File: config.mk
export PLATFORM = sky130hd
export DESIGN_NAME = serial_subtractor16
export DESIGN_NICKNAME = d
export VERILOG_FILES = /design/src/rtl/serial_subtractor16_pkg.sv /design/src/rtl/serial_subtractor16_full_subtractor.sv /design/src/rtl/serial_subtractor16.sv
export SDC_FILE = /design/constraint.sdc
export NUM_CORES = 1
export LEC_CHECK = 0
export CELL_PAD_IN_SITES_DETAIL_PLACEMENT = 1
export CELL_PAD_IN_SITES_GLOBAL_PLACEMENT = 1
export CORE_MARGIN = 2
export CORE_UTILIZATION = 38
export CTS_CLUSTER_DIAMETER = 80
export DETAILED_ROUTE_END_ITERATION = 7
export PLACE_DENSITY_LB_ADDON = 0.2
export SLEW_MARGIN = 15
export SYNTH_ARGS = -nofsm -noshare
export SYNTH_HDL_FRONTEND = slang
export SYNTH_SLANG_ARGS = --single-unit
File: constraint.sdc
create_clock -name clk -period 2.1 [get_ports clk]
set_input_delay 0.63 -clock clk [delete_from_list [all_inputs] [get_ports clk]]
set_output_delay 0.63 -clock clk [all_outputs]
set_load 0.05 [all_outputs]
File: src/rtl/serial_subtractor16_pkg.sv
// Shared definitions for the bit-serial subtractor: default width and FSM encoding.
package serial_subtractor16_pkg;

  localparam int WIDTH_DEF = 16;

  typedef enum logic [1:0] {
    IDLE = 2'd0,
    RUN  = 2'd1,
    DONE = 2'd2
  } state_t;

endpackage

File: src/rtl/serial_subtractor16_full_subtractor.sv
// One-bit full-subtractor cell, gate-level to mirror the ripple adder's full-adder cell.
module full_subtractor (
  input  logic a,
  input  logic b,
  input  logic bin,
  output logic d,
  output logic bout
);

  logic a_n;
  logic t_ab;
  logic t_abin;
  logic t_bbin;

  xor g_d    (d, a, b, bin);
  not g_an   (a_n, a);
  and g_ab   (t_ab, a_n, b);
  and g_abin (t_abin, a_n, bin);
  and g_bbin (t_bbin, b, bin);
  or  g_bout (bout, t_ab, t_abin, t_bbin);

endmodule

File: src/rtl/serial_subtractor16.sv
// Bit-serial a - b - bin, LSB first, one bit per clock with a start/busy/done handshake.
module serial_subtractor16
  import serial_subtractor16_pkg::*;
#(
  parameter int WIDTH = WIDTH_DEF,
  parameter int CNT_W = 5
) (
  input  logic             clk,
  input  logic             rst,
  input  logic             start,
  input  logic [WIDTH-1:0] a,
  input  logic [WIDTH-1:0] b,
  input  logic             bin,
  output logic [WIDTH-1:0] diff,
  output logic             bout,
  output logic             ovf,
  output logic             busy,
  output logic             done
);

  state_t             state;
  state_t             state_nxt;
  logic [CNT_W-1:0]   cnt;
  logic [WIDTH-1:0]   a_sr;
  logic [WIDTH-1:0]   b_sr;
  logic [WIDTH-1:0]   res_sr;
  logic               br;
  logic               a_msb;
  logic               b_msb;
  logic               d_bit;
  logic               br_nxt;
  logic               accept;
  logic               last;

  full_subtractor u_fs (
    .a    (a_sr[0]),
    .b    (b_sr[0]),
    .bin  (br),
    .d    (d_bit),
    .bout (br_nxt)
  );

  assign accept = start && ((state == IDLE) || (state == DONE));
  assign last   = (state == RUN) && (cnt == CNT_W'(WIDTH - 1));
  assign busy   = (state == RUN);
  assign done   = (state == DONE);

  // NOTE: every variable gets a default before the case so no latch is inferred.
  always_comb begin
    state_nxt = IDLE;
    case (state)
      IDLE:    state_nxt = start ? RUN : IDLE;
      RUN:     state_nxt = last ? DONE : RUN;
      DONE:    state_nxt = start ? RUN : IDLE;
      default: state_nxt = IDLE;
    endcase
  end

  // NOTE: sequential state uses non-blocking assignments so all flops update together.
  always_ff @(posedge clk) begin
    if (rst) begin
      state  <= IDLE;
      cnt    <= '0;
      a_sr   <= '0;
      b_sr   <= '0;
      res_sr <= '0;
      br     <= 1'b0;
      a_msb  <= 1'b0;
      b_msb  <= 1'b0;
      diff   <= '0;
      bout   <= 1'b0;
      ovf    <= 1'b0;
    end else begin
      state <= state_nxt;
      if (accept) begin
        a_sr  <= a;
        b_sr  <= b;
        br    <= bin;
        cnt   <= '0;
        a_msb <= a[WIDTH-1];
        b_msb <= b[WIDTH-1];
      end else if (state == RUN) begin
        a_sr   <= a_sr >> 1;
        b_sr   <= b_sr >> 1;
        res_sr <= {d_bit, res_sr[WIDTH-1:1]};
        br     <= br_nxt;
        // Counter wraps to zero on the final bit so it never passes WIDTH-1.
        cnt    <= last ? '0 : cnt + 1'b1;
        if (last) begin
          diff <= {d_bit, res_sr[WIDTH-1:1]};
          bout <= br_nxt;
          ovf  <= (a_msb != b_msb) && (d_bit != a_msb);
        end
      end
    end
  end

endmodule

# [Word-level counts from Yosys, hierarchy flattened]
# Cells that the tools add are included.
[classes] n_addsub=1 n_eq_ne=5 n_mux=10 bitwise=5 reduce_logical=12
[op_table] cell="2-to-1 mux 16 bit" n=4
[op_table] cell="adder 5 x 1 -> 5 bit (second input constant)" n=1
[op_table] cell="equality test 5 x 4 -> 1 bit (second input constant)" n=1
[op_table] cell="2-to-1 mux 5 bit" n=1
[op_table] cell="one-hot mux 2 bit (2 select lines)" n=1
[op_table] cell="OR reduction 2 bit" n=2
[op_table] cell="bitwise AND 1 bit" n=3
[op_table] cell="logical AND 1 bit" n=3
[op_table] cell="2-to-1 mux 1 bit" n=3
[op_table] cell="AND reduction 3 bit" n=1
[op_table] cell="OR reduction 3 bit" n=1
[op_table] cell="XOR reduction 3 bit" n=1
[op_table] cell="equality test 2 x 1 -> 1 bit (second input constant)" n=1
[op_table] cell="equality test 2 bit (second input constant)" n=1
[op_table] cell="logical NOT 2 bit" n=1
[op_table] cell="2-to-1 mux 2 bit" n=1
[op_table] cell="!= test 1 bit" n=2
[op_table] cell="NOT 1 bit" n=2
[op_table] cell="AND reduction 2 bit" n=1
[op_table] cell="nonzero test 2 bit" n=1
[op_table] cell="logical OR 1 bit" n=1
[totals] reg_bits=76 inputBits=36 output_inout_bits=20

# [Depth between registers and ports, before layout]
[logic_depth] ltp_word=5 ltp_mapped=7 mapped_depth_nobuf=5

# [Hierarchy]
# From an unflattened synthesis, not the netlist that was laid out.
[unflattened] hier_cells=356 hier_area_um2=2951.6
[by_module_without_submodules] module="serial_subtractor16" n_inst=1 cells_per_inst=353 area_each_um2=2924.1 seq_area_each_um2=1501.4
[by_module_without_submodules] module="full_subtractor" n_inst=1 cells_per_inst=3 area_each_um2=27.5 seq_area_each_um2=0.0

# [Least setup slack after synthesis]
# Ideal clock, no wire load.
[synth_path] kind="register -> output" start="register state[1]" end="output port done" arrival_ns=1.037 required_time_ns=1.470 setup_slack_ns=0.433 stages_incl_launch_ff=2 cell_sequence="dfxtp_1 -> nor2b_1"
[synth_between] elab_chain_len=1
[synth_rtl] item="start: declaration" line="serial_subtractor16.sv:21" source="state_t state;"
[synth_rtl] item="start signal: assignment" line="serial_subtractor16.sv:74" source="state <= state_nxt;"
[synth_rtl] item="equality test 2 bit" line="serial_subtractor16.sv:46" source="assign done = (state == DONE);"
[synth_rtl] item="end: declaration" line="serial_subtractor16.sv:18" source="output logic done"
# Every way passes these cells.

# [Worst setup path in the final report]
[layout_path] start="register state[0]" end="output port busy"
[layout_between] elab_chain_len=1
[layout_rtl] item="equality test 2 x 1 -> 1 bit" line="serial_subtractor16.sv:45" source="assign busy = (state == RUN);"
[layout_rtl] item="end: declaration" line="serial_subtractor16.sv:17" source="output logic busy,"
# Every way passes these cells.

==> results.md <==
- Status: completed
- Hold Crit Depth: 2
- Vias: 2746
- Die Area: 8540 sq um
- Clk_lat worst skew: 350 ps
- CP startpoint kind: flop
- Post-route antenna net violation count: 0
- Worst min path class: flop to flop
- Synth Flop Type: dfxtp_1
- DRT Pass-1 Iters: 4
- Cell with the most instances after synthesis: dfxtp_1
- Worst Tran Pin Value: 517 ps
- R2R depth: 5
- I/O pin count: 56
- Hold Buf Count CTS: 0
- Max Clk Rate: 555 MHz
- Final-report hold violation count: 0
- Drt total wl: 7820 um
- Slew Limit Headroom: 65.4%
- Setup repair after global routing missed its margin: false
- Final worst slack: 297 ps
- Synth top cells by count: dfxtp_1 (75), nand2_1 (68), a21oi_1 (43)
- Reg area: 1500 sq um
- Post-route insts no fill: 511
- Vias in the first global route: 2739
- Async SR Flop Fraction: 0%
- Met3 WL: 312 um
- Worst-path fanout max: 6
- Critical path class: flop to primary output
- Clk slew on worst S/H paths: 80 ps
- Met1 WL: 3900 um
- Largest net degree at the start of global routing: 33
- EDFF count, synth: 0
- Main area contributors after synthesis: dfxtp_1 (51%), nand2_1 (8.6%), a21oi_1 (7.2%)
- Area added between synthesis and finish: 26.0%
- Yosys cell types: 31
- FF+latch count, synth: 75
- Placed instance area: 3580 sq um
- Initial core utilization: 38.8%
- Vias per cell: 5.37
- Tot Pwr: 2.84 mW
- Pre-CTS setup slack: 254 ps
- Syn_area_per_cell: 8.39 sq um
- Initial antenna violation count: 0
- Global-route wire length before repair: 13300 um
- Port Buffers: 55
- Crit share post-route: 85.9%
- Num CTS Buffers: 9
- Total gr overflow: 0
- Area leader, netlist: dfxtp_1
- Post-Synthesis Cells: 354
- Total GRT Usage: 19.7%
- TritonCTS clock tree: yes
- Hold_ws: 448 ps
- Pwr Density: 759 nW/um^2
- Crit. End Element: primary output
- H-tree depth: 3
- Met2 wire len: 3470 um
- Residual DRC count: 0
- Final core occ: 49.0%
- Seq/Total Area, Yosys: 50.5%
- Post-synthesis cell area: 2970 sq um
- Fin area: 3740 sq um
- Top Metal Used: met4
- Max-Cap Viols: 0
- Min Clock Period, post-route: 1800 ps
- Final Slew Violations: 0
- Max IR drop VDD: 0.000298 V
- Synth Warn #: 0
- Layout Skew: 11.4 ps
- Dpl hpwl: 5250 um
- Cts repair resizes: 0
- Placed Cells: 496
- # setup viols final: 0
- Post-CTS setup repair buffer count: 0
- Die width: 92.4 um
- Row count: 32
- ANT cells: 0
- CTS Root Cell: clkbuf_8
- CTS sink count: 75
- Fillcell total: 926
- Setup TNS: 0 ps
- CORE AREA: 7650 sq um
- Layout Nets: 443
- Yosys top cell area share: 50.5%
- Clk buf depth: 2
- Leak Pwr: 1.32 nW
- Drt wl/cell: 15.3 um
- Routability Congestion: 0.742
- Detailed Route Iter0 Violations: 105
- Area of the multi-input gates: 1290 sq um
- CP Data Arrival Time: 1170 ps
- Die H: 92.4 um
- WP data required: 1470 ps
- Share of layout cells above drive strength 1: 13.2%
- Syn_nets: 392
[report_power, final]
part	leakage (nW)	internal (mW)	switching [mW]	total (mW)
clock	0.0795	0.455	0.510	0.965
combinational	0.632	0.159	0.192	0.350
sequential	0.612	1.49	0.0377	1.53
total	1.32	2.10	0.739	2.84
[sequential cells by signal, summed over array words and instances (netlist names), 2 cells and up]
name / flops
a_sr: 16
state: 2
res_sr: 15
b_sr: 16
diff: 16
cnt: 5
[critical path, cell delays in order (launching register included)]
cell and delay [ps]:
dfxtp_1 430, nand2b_2 130, inv_2 120, buf_12 140
[worst paths after layout]
check	from	to	slack, ps
worst max-delay path	state[0]	busy	300
worst min-delay path	cnt[4]	cnt[4]	450
worst max register to register	cnt[0]	diff[12]	390
worst min register to register	cnt[4]	cnt[4]	450
[layer usage]
metal	global-route usage, %	vias to the layer above
met5	0	-
met4	7.84	0
met3	4.72	13
met2	29.8	54
met1	27.1	1321
li1	-	1358
[layout make-up]
cell class                 instances  share of cell area (%)
tap                              102                    3.41
clock inverter                     2                   0.334
timing repair buffer              72                    17.3
sequential                        75                    40.1
inverter                           3                   0.301
multi-input combinational        244                    34.6
clock buffer                      13                    3.98
[cell usage in the layout (no fill, tap or decap), types with 2 or more instances in the layout]
cell type / netlist / routed
buf_12: 0 / 2
nand2_1: 68 / 68
inv_1: 2 / 2
clkbuf_8: 0 / 10
nor2_1: 21 / 21
a311oi_1: 21 / 21
nor2b_1: 2 / 2
dfxtp_1: 75 / 75
nor3_1: 18 / 18
nand3_1: 22 / 22
buf_4: 7 / 35
clkbuf_1: 12 / 3
nand3b_1: 2 / 2
clkdlybuf4s50_1: 0 / 34
a21oi_1: 43 / 43
o21ai_0: 16 / 16
nand2b_2: 0 / 2
and3b_1: 3 / 3
o22ai_1: 9 / 9
a22oi_1: 5 / 5
[cell families (layout without fill, tap and decap cells)]
group,Yosys count,after routing,share of synthesized area [%]
DFF,75,75,50.5
buffers and inverters,35,90,6.07
xor gates and xnor gates,1,1,0.295
adders and majority gates,2,2,1.10
and+or+nand+nor,142,142,21.1
AOI/OAI and AO/OA,99,99,20.9
Note: power is estimated with default switching activity, not from simulation.
